### config.mk
export PLATFORM = sky130hd
export DESIGN_NAME = uart_ram_loader
export DESIGN_NICKNAME = d
export VERILOG_FILES = /design/src/rtl/uart_ram_loader.sv
export SDC_FILE = /design/constraint.sdc
export NUM_CORES = 1
export LEC_CHECK = 0
export BUFFER_PORTS_ARGS = -buffer_cell sky130_fd_sc_hd__buf_2
export CORE_MARGIN = 2
export CORE_UTILIZATION = 40
export CTS_CLUSTER_DIAMETER = 200
export DETAILED_ROUTE_END_ITERATION = 6
export PLACE_DENSITY = 0.59
export SYNTH_ARGS = -nofsm -noshare
export SYNTH_HDL_FRONTEND = slang
export SYNTH_SLANG_ARGS = --single-unit
### constraint.sdc
create_clock -name CLK_50 -period 3 [get_ports CLK_50]
set_input_delay 0.9 -clock CLK_50 [delete_from_list [all_inputs] [get_ports CLK_50]]
set_output_delay 0.9 -clock CLK_50 [all_outputs]
set_load 0.05 [all_outputs]
### src/rtl/uart_ram_loader.sv
`timescale 1ns/1ps
// uart_ram_loader
//   Receives a framed byte stream on a UART RX line (8N1, idle high) and
//   writes big-endian 16-bit words into data RAM port B.
//   Frame: SYNC, ADDR_H, ADDR_L, CNT_H, CNT_L, {DATA_H, DATA_L} x CNT, CHECK
//   where CHECK is the XOR of every byte between SYNC and CHECK.
//
// Ports
//   CLK_50        system clock (single domain)
//   reset         asynchronous, active-high reset
//   rx            UART serial input, asynchronous to CLK_50
//   ram_address   port B write address (held between writes)
//   ram_data      port B write data (held between writes)
//   ram_we        one-cycle write strobe
//   busy          frame in progress
//   done          last frame finished with a good checksum
//   error         last frame failed (framing or checksum)
//   words_written words written in the current or last frame
module uart_ram_loader #(
  parameter int         CLKS_PER_BIT       = 434,
  parameter int         DATA_WIDTH         = 16,
  parameter int         RAM_REGISTER_COUNT = 1024,
  parameter logic [7:0] SYNC_BYTE          = 8'hA5
) (
  input  logic                                  CLK_50,
  input  logic                                  reset,
  input  logic                                  rx,
  output logic [$clog2(RAM_REGISTER_COUNT)-1:0] ram_address,
  output logic [DATA_WIDTH-1:0]                 ram_data,
  output logic                                  ram_we,
  output logic                                  busy,
  output logic                                  done,
  output logic                                  error,
  output logic [15:0]                           words_written
);

  localparam int AW = $clog2(RAM_REGISTER_COUNT);
  localparam int CW = $clog2(CLKS_PER_BIT);

  typedef logic [AW-1:0] addr_t;
  typedef logic [CW-1:0] cnt_t;

  localparam cnt_t BIT_LAST  = cnt_t'(CLKS_PER_BIT - 1);
  localparam cnt_t HALF_LAST = cnt_t'(CLKS_PER_BIT / 2 - 1);

  typedef enum logic [1:0] {R_IDLE, R_START, R_DATA, R_STOP} rx_state_t;
  typedef enum logic [2:0] {
    F_IDLE, F_ADDR_H, F_ADDR_L, F_CNT_H, F_CNT_L, F_DATA_H, F_DATA_L, F_CHECK
  } fr_state_t;

  logic       rx_p0;
  logic       rxs;
  rx_state_t  rx_state, rx_next;
  cnt_t       clk_cnt;
  logic [2:0] bit_idx;
  logic [7:0] rx_shift;
  logic [7:0] rx_byte;
  logic       byte_valid;
  logic       framing_err;

  fr_state_t  fr_state, fr_next;
  logic [7:0] addr_h;
  logic [7:0] cnt_h;
  logic [7:0] data_h;
  addr_t      base_addr;
  logic [15:0] word_count;
  logic [7:0] checksum;

  // ---- stage p0/p1: rx synchronizer, preset to the idle level ----
  always_ff @(posedge CLK_50 or posedge reset) begin
    if (reset) begin
      rx_p0 <= 1'b1;
      rxs   <= 1'b1;
    end else begin
      rx_p0 <= rx;
      rxs   <= rx_p0;
    end
  end

  // ---- byte receiver ----
  always_ff @(posedge CLK_50 or posedge reset) begin
    if (reset) rx_state <= R_IDLE;
    else       rx_state <= rx_next;
  end

  always_comb begin
    rx_next     = rx_state;
    byte_valid  = 1'b0;
    framing_err = 1'b0;
    case (rx_state)
      R_IDLE:  if (!rxs) rx_next = R_START;
      // mid-start-bit check rejects short low glitches
      R_START: if (clk_cnt == HALF_LAST) rx_next = rxs ? R_IDLE : R_DATA;
      R_DATA:  if (clk_cnt == BIT_LAST && bit_idx == 3'd7) rx_next = R_STOP;
      R_STOP: begin
        if (clk_cnt == BIT_LAST) begin
          rx_next = R_IDLE;
          if (rxs) byte_valid  = 1'b1;
          else     framing_err = 1'b1;
        end
      end
      default: rx_next = R_IDLE;
    endcase
  end

  always_ff @(posedge CLK_50 or posedge reset) begin
    if (reset) begin
      clk_cnt <= '0;
      bit_idx <= '0;
    end else begin
      case (rx_state)
        R_IDLE: begin
          clk_cnt <= '0;
          bit_idx <= '0;
        end
        R_START: clk_cnt <= (clk_cnt == HALF_LAST) ? '0 : clk_cnt + 1'b1;
        R_DATA: begin
          if (clk_cnt == BIT_LAST) begin
            clk_cnt <= '0;
            bit_idx <= bit_idx + 3'd1;
          end else begin
            clk_cnt <= clk_cnt + 1'b1;
          end
        end
        default: clk_cnt <= (clk_cnt == BIT_LAST) ? '0 : clk_cnt + 1'b1;
      endcase
    end
  end

  // LSB arrives first, so shift in from the top
  always_ff @(posedge CLK_50) begin
    if (rx_state == R_DATA && clk_cnt == BIT_LAST) rx_shift <= {rxs, rx_shift[7:1]};
  end

  assign rx_byte = rx_shift;

  // ---- frame parser ----
  always_ff @(posedge CLK_50 or posedge reset) begin
    if (reset) fr_state <= F_IDLE;
    else       fr_state <= fr_next;
  end

  always_comb begin
    fr_next = fr_state;
    if (framing_err && fr_state != F_IDLE) begin
      fr_next = F_IDLE;
    end else if (byte_valid) begin
      case (fr_state)
        F_IDLE:   if (rx_byte == SYNC_BYTE) fr_next = F_ADDR_H;
        F_ADDR_H: fr_next = F_ADDR_L;
        F_ADDR_L: fr_next = F_CNT_H;
        F_CNT_H:  fr_next = F_CNT_L;
        F_CNT_L:  fr_next = ({cnt_h, rx_byte} == 16'd0) ? F_CHECK : F_DATA_H;
        F_DATA_H: fr_next = F_DATA_L;
        F_DATA_L: fr_next = (words_written + 16'd1 == word_count) ? F_CHECK : F_DATA_H;
        F_CHECK:  fr_next = F_IDLE;
        default:  fr_next = F_IDLE;
      endcase
    end
  end

  // Header fields only matter once captured, so they carry no reset
  always_ff @(posedge CLK_50) begin
    if (byte_valid) begin
      case (fr_state)
        F_ADDR_H: addr_h     <= rx_byte;
        F_ADDR_L: base_addr  <= addr_t'({addr_h, rx_byte});
        F_CNT_H:  cnt_h      <= rx_byte;
        F_CNT_L:  word_count <= {cnt_h, rx_byte};
        F_DATA_H: data_h     <= rx_byte;
        default: ;
      endcase
    end
  end

  // ---- stage p2: RAM write port and status ----
  always_ff @(posedge CLK_50 or posedge reset) begin
    if (reset) begin
      ram_address   <= '0;
      ram_data      <= '0;
      ram_we        <= 1'b0;
      busy          <= 1'b0;
      done          <= 1'b0;
      error         <= 1'b0;
      words_written <= '0;
      checksum      <= '0;
    end else begin
      ram_we <= 1'b0;
      if (framing_err && fr_state != F_IDLE) begin
        error <= 1'b1;
        busy  <= 1'b0;
      end else if (byte_valid) begin
        case (fr_state)
          F_IDLE: begin
            if (rx_byte == SYNC_BYTE) begin
              done          <= 1'b0;
              error         <= 1'b0;
              words_written <= '0;
              checksum      <= '0;
              busy          <= 1'b1;
            end
          end
          F_ADDR_H, F_ADDR_L, F_CNT_H, F_CNT_L, F_DATA_H: begin
            checksum <= checksum ^ rx_byte;
          end
          F_DATA_L: begin
            checksum      <= checksum ^ rx_byte;
            ram_we        <= 1'b1;
            ram_data      <= {data_h, rx_byte};
            // AW-bit sum wraps at the end of the RAM
            ram_address   <= base_addr + addr_t'(words_written);
            words_written <= words_written + 16'd1;
          end
          F_CHECK: begin
            busy <= 1'b0;
            if (rx_byte == checksum) done  <= 1'b1;
            else                     error <= 1'b1;
          end
          default: ;
        endcase
      end
    end
  end

endmodule

==> flow_summary_export.csv, run 1 <==
group,metric,value,unit
outcome,status,"finished, final reports clean",
sta,worst_pin_slew,0.759,ns
place,pre_cts_ws,0.261,ns
route,drc_errors,0,
layout,nFillCells,1366,
setup_path,crit_slowest_cell,"dfrtp_1",
route,ant_nets,0,
sta,fin_hold_ws,0.355,ns
die,rows,44,
setup_path,cp_data_arrival_time,3.02,ns
layout,final_layout_size_suffix_gt1_share,18.2,%
sta,slew_headroom,49.4,%
clock_tree,cts_tree,"built",
route,wirelength,13.4,mm
setup_path,cp-start-kind,"register",
clock_tree,clock_latency,0.41,ns
sta,fin_skew,0.00811,ns
grt,grt_pass1_wl,22.3,mm
synthesis,synth_edf_count,52,
grt,grt_antenna_before_repair,0,
sta,finalCritPeriodShare,90.1,%
synthesis,synthArstFlopShare,58.4,%
route,vias,4375,
die,core-area,0.0145,mm2
route,drt_iter0_drc,455,
layout,syn_to_final_growth,18.3,%
setup_path,path_max_fanout,9,
synthesis,synth_cells,559,
grt,grt_pass1_vias,4396,
layout,multi_input_area,0.00241,mm2
layout,ff_latch_area,0.00339,mm2
sta,rsz0062_at_grt,"false",
sta,hold_viol_final,0,
grt,grt_max_degree,42,
synthesis,synth_seq_cells,125,
worst_hold_path,hp-class,"reg2reg",
place,hpwl,9.11,mm
setup_path,max_stage_delay,0.56,ns
clock_tree,cts.path.max_buffers,2,
die,initial_utilization,41.0,%
layout,final_nets,639,
layout,n_antenna_cell,0,
place,routabilityCongestion,0.851,
synthesis,ys_seq_area_share,56.9,%
place,post-place-cells,785,
die,die_y,126,um
layout,instances_no_fill,817,
setup_path,worst-path-buf-inv,0,
clock_tree,post_cts_buffers,0,
clock_tree,htreeDepth,4,
clock_tree,numCtsBuffers,17,
run,drv_cap,0,
clock_tree,clk_pin_slew,0.06,ns
place,port_buffers,48,
layout,mostFrequentLayoutCells,"84 x nand2_1, 71 x dfrtp_1, 52 x edfxtp_1",
clock_tree,ctsHoldBuffers,0,
setup_path,cp_data_required_time,3.31,ns
synthesis,synth-main-ff-cell,"dfrtp_1",
synthesis,syn_area_per_cell,10.7,um2
grt,gr-usage-all-layers,17.8,%
sta,worst_slack,0.297,ns
synthesis,synth.net_count,578,
die,ios,49,
setup_path,path_class,"reg2reg",
grt,gr-total-overflow,0,
route,first_pass_iters,6,
setup_path,path_cells,"ha_1 > nand4_1 > or3_1 > a2111o_1 > nor4_1 > o2111ai_1 > o31ai_1",
route,via_per_inst,5.35,
setup_path,cp-end-kind,"register",
synthesis,ys_types,61,
route,wl_per_cell,16.4,um
power_and_ir_drop,p_leak,0.00311,uW
die,die_area,0.0159,mm2
synthesis,synth_warnings,0,
sta,fmax,370,MHz
clock_tree,cts_root_buf,"clkbuf_16",
setup_path,worst_path_dominant_cell_family,"simple AND/OR/NAND/NOR gates",
sta,min_period,2.70,ns
layout,fin_util,48.5,%
sta,setup-tns-final,0,ns
synthesis,synth_area,0.00595,mm2
clock_tree,clock_sinks,125,
layout,final_common_cell,"nand2_1",
sta,drv_slew,0,
sta,setup_viol,0,
power_and_ir_drop,vdd_drop_max,369,uV
power_and_ir_drop,p_per_area,528,mW/mm2
die,die_w,126,um
-- registers in the layout, indices dropped and copies added (netlist names), named ones only --
register and flops:
ram_we 1, error 1, word_count 16, rx_p0 1, addr_h 2, ram_data 16, rxs 1, base_addr 10
ram_address 10, bit_idx 3, rx_state 1, checksum 8, done 1, busy 1, cnt_h 8, fr_state 3
words_written 16, data_h 8, rx_byte 8, clk_cnt 9
-- path summary, 6_finish.rpt --
kind / endpoint / depth (start not counted) / start / slack, ns
max: fr_state[1]$_DFFE_PP0P_ / 7 / words_written[0]$_DFFE_PP0P_ / 0.30
min: rxs$_DFF_PP1_ / 0 / rx_p0$_DFF_PP1_ / 0.36
max reg2reg: fr_state[1]$_DFFE_PP0P_ / 7 / words_written[0]$_DFFE_PP0P_ / 0.30
min reg2reg: rxs$_DFF_PP1_ / 0 / rx_p0$_DFF_PP1_ / 0.36
max in group asynchronous: words_written[4]$_DFFE_PP0P_ / 3 / reset / 1.98
min in group asynchronous: ram_data[11]$_DFFE_PP0P_ / 3 / reset / 0.58
-- final cells by class --
type	count	share of cell area, %
multi-input combinational	394	34.2
clock inverter	11	1.15
timing repair buffer	70	5.75
sequential	125	48.1
clock buffer	21	6.86
inverter	12	0.639
tap	184	3.27
-- worst register-to-register path, cell delays in order (launching register included) --
cell	delay, ns
dfrtp_1	0.56
ha_1	0.37
nand4_1	0.25
or3_1	0.41
a2111o_1	0.45
nor4_1	0.19
o2111ai_1	0.15
o31ai_1	0.22
-- cells in the mapped netlist (2+ instances only) --
master    instances  share of area [%]
a21o_1            2               0.25
a21oi_1          14                1.2
a22o_1            5               0.74
a311oi_1          2               0.29
a31oi_1           2               0.21
and2_1            2               0.21
and3_1            5               0.53
and4_1            3               0.44
buf_2             6               0.50
clkbuf_1         21                1.3
dfrtp_1          71                 30
dfstp_2           2               0.88
edfxtp_1         52                 26
ha_1             15                3.2
inv_1            12               0.76
mux2_2            2               0.38
mux2i_1           3               0.50
nand2_1          84                5.3
nand2b_1         11                1.2
nand3_1          23                1.9
nand4_1          10                1.1
nor2_1           44                2.8
nor2b_1           4               0.42
nor3_1           14                1.2
nor4_1            6               0.63
o211ai_1          2               0.25
o21a_1            6               0.76
o21ai_0          40                3.4
o21ai_1           5               0.42
o21ai_2           2               0.29
o31ai_1          11                1.4
o41ai_1           5               0.74
or2_2             2               0.21
or3_1             4               0.42
or4_1             2               0.25
xnor2_1          18                2.6
xor2_1           23                3.4
-- metal layers --
layer | up-vias | wire length [um] | part of all wire, % | track usage, %
li1 | 2124 | - | - | -
met1 | 2136 | 6370 | 48 | 24.3
met2 | 100 | 6340 | 47 | 28.1
met3 | 15 | 524 | 3.9 | 4.63
met4 | 0 | 152 | 1.1 | 5.24
met5 | - | 0 | 0 | 0
-- what timing repair did --
| action | in CTS | in global routing |
|---|---|---|
| hold endpoints to repair | 0 | 0 |
| gates resized for setup | 0 | 1 |
| endpoints found under the setup margin | 0 | 4 |
-- power breakdown --
| group | switching (uW) | internal (uW) | leakage (uW) |
|---|---|---|---|
| Sequential | 2.39 | 1780 | 0.00147 |
| Combinational | 19.8 | 2.89 | 0.00137 |
| Clock | 759 | 1160 | 0.000279 |
-- stage by stage --
step	total power (uW)	cell area (um2)
5_1_grt	3850	7040
6_report	3720	7040
3_5_place_dp	1830	6480
2_1_floorplan	1820	5950
4_1_cts	3760	7040
3_3_place_gp	1830	6480
-- cells by family (layout without fill, tap and decap cells) --
logic type,Yosys count,after routing,share of synthesized area (%)
buf+inv,40,114,2.77
flops,125,125,56.9
fa+ha+maj,17,17,3.66
compound gates,106,106,11.4
simple gates,225,225,18.3
mux,5,5,0.883
xor+xnor,41,41,6.03
No activity file was read; power rests on OpenSTA's default activity.
==> run 2: changes to the inputs <==
Settings changed: CORE_ASPECT_RATIO set to 0.8.
==> run 2 against run 1 <==
Net effect: critical path depth is the same; sequential power about the same; fmax down 0.85%; final area hardly changed; power grew 1.8%; count of clock-buffer cells in the layout is 4 lower; largest cell class unchanged; hold slack better by 0.0016 ns.
==> flow_summary_export.csv, run 2 (synthesized netlist as in run 1, its figures left out) <==
group,metric,value,unit
outcome,status,"finished, final reports clean",
place,port_buffers,48,
grt,gr-usage-all-layers,18.2,%
route,ant_nets,0,
layout,reg.largest.list,"ram_data x16, word_count x16, words_written x16",
setup_path,path_max_fanout,8,
sta,finalCritPeriodShare,90.9,%
worst_hold_path,min_to,"rxs$_DFF_PP1_",
sta,setup-tns-final,0,ns
sta,slew_headroom,45.6,%
setup_path,timing.rr.start,"words_written[1]$_DFFE_PP0P_",
die,core-area,0.0144,mm2
die,die_w,140,um
layout,nFillCells,1299,
route,drc_errors,0,
layout,n_antenna_cell,0,
clock_tree,htreeDepth,4,
clock_tree,clock_latency,0.43,ns
sta,fmax,367,MHz
clock_tree,ctsHoldBuffers,0,
sta,fin_hold_ws,0.357,ns
run,drv_cap,0,
clock_tree,numCtsBuffers,17,
setup_path,cp-start-kind,"register",
route,first_pass_iters,5,
setup_path,cp-end-kind,"register",
layout,syn_to_final_growth,18.4,%
layout,final_common_cell,"nand2_1",
sta,fin_skew,0.0194,ns
power_and_ir_drop,vdd_drop_max,405,uV
power_and_ir_drop,p_leak,0.00310,uW
setup_path,path_class,"reg2reg",
grt,grt_pass1_vias,4210,
clock_tree,cts_root_buf,"clkbuf_16",
grt,grt_pass1_wl,22.5,mm
sta,setup_viol,0,
setup_path,reg2reg_to,"fr_state[1]$_DFFE_PP0P_",
setup_path,rrSetupSlack,0.27,ns
grt,grt_antenna_before_repair,0,
sta,worst_pin_slew,0.815,ns
setup_path,cp_data_arrival_time,3.04,ns
die,ios,49,
sta,rsz0062_at_grt,"false",
route,wirelength,13.9,mm
route,drt_iter0_drc,308,
route,vias,4431,
grt,grt_max_degree,74,
clock_tree,clk_pin_slew,0.07,ns
route,wl_per_cell,17.0,um
die,die_area,0.0159,mm2
worst_hold_path,hold_depth,0,
die,die_y,113,um
setup_path,reg2reg_depth,7,
worst_hold_path,hp-start,"rx_p0$_DFF_PP1_",
sta,drv_slew,0,
worst_hold_path,hp-class,"reg2reg",
layout,mostFrequentLayoutCells,"84 x nand2_1, 70 x dfrtp_1, 52 x edfxtp_1",
place,routabilityCongestion,0.830,
setup_path,cp_data_required_time,3.31,ns
clock_tree,cts.path.max_buffers,2,
clock_tree,cts_tree,"built",
route,via_per_inst,5.44,
place,hpwl,8.94,mm
power_and_ir_drop,p_per_area,537,mW/mm2
clock_tree,clock_sinks,125,
layout,final_nets,637,
die,rows,39,
layout,final_layout_size_suffix_gt1_share,18.4,%
die,initial_utilization,41.4,%
sta,hold_viol_final,0,
sta,min_period,2.73,ns
grt,gr-total-overflow,0,
## run 2: cell types whose count changed in the layout (fill, tap and decap cells not counted), moves of 2 or more
cell / change
inv_8: +4
buf_4: -3
clkinv_2: -3
clkbuf_1: -2
clkbuf_16: -2
inv_6: +2
## run 2: worst max-delay path by stage
stage	from	endpoint	depth (start not counted)
after floorplan	reset	async pin	1
after global placement	words_written[0]$_DFFE_PP0P_	fr_state[1]$_DFFE_PP0P_	7
after detailed placement	words_written[0]$_DFFE_PP0P_	fr_state[1]$_DFFE_PP0P_	7
after CTS	words_written[0]$_DFFE_PP0P_	fr_state[1]$_DFFE_PP0P_	7
after global routing	words_written[1]$_DFFE_PP0P_	fr_state[1]$_DFFE_PP0P_	7
final	words_written[1]$_DFFE_PP0P_	fr_state[1]$_DFFE_PP0P_	7
## run 2: final cells by class
type	count	area [um2]	area share, %
timing repair buffer	68	403	5.72
tap	184	230	3.27
inverter	12	45.0	0.639
clock inverter	15	146	2.08
multi-input combinational	394	2410	34.1
clock buffer	17	425	6.03
sequential	125	3390	48.1
## run 2: routing by layer
layer | routed length, um | vias up | track usage, %
li1 | - | 2140 | -
met1 | 6700 | 2129 | 26.6
met2 | 6210 | 152 | 26.9
met3 | 871 | 10 | 4.91
met4 | 91 | 0 | 4.58
met5 | 0 | - | 0
## run 2: timing repair
item                       CTS  global route
buffers inserted             0             0
setup endpoints to repair    0             1
resized for setup            0             2
## run 2: where the power goes
group	leakage [uW]	switching [uW]	internal, uW
Clock	0.000276	885	1100
Sequential	0.00146	2.37	1770
Combinational	0.00136	20.7	3.90
## run 2: worst max-delay path: stages (launching register included)
cell       delay [ns]
dfrtp_1          0.56
ha_2             0.35
nand4_1          0.22
or3_1            0.40
a2111o_1         0.44
nor4_1           0.20
o2111ai_1        0.15
o31ai_1          0.29
## run 2: per-stage QoR
stage | util [%] | instance area [um2] | instances | setup slack, ns | total power, uW
after floorplan | - | 5950 | 559 | 0.250 | 1820
after global routing | 49.0 | 7050 | 815 | 0.0299 | 3910
after CTS | 48.9 | 7050 | 815 | 0.217 | 3830
final | 49.0 | 7050 | 815 | 0.274 | 3790
after global placement | 45.0 | 6470 | 783 | 0.202 | 1840
after detailed placement | 45.0 | 6470 | 783 | 0.264 | 1840
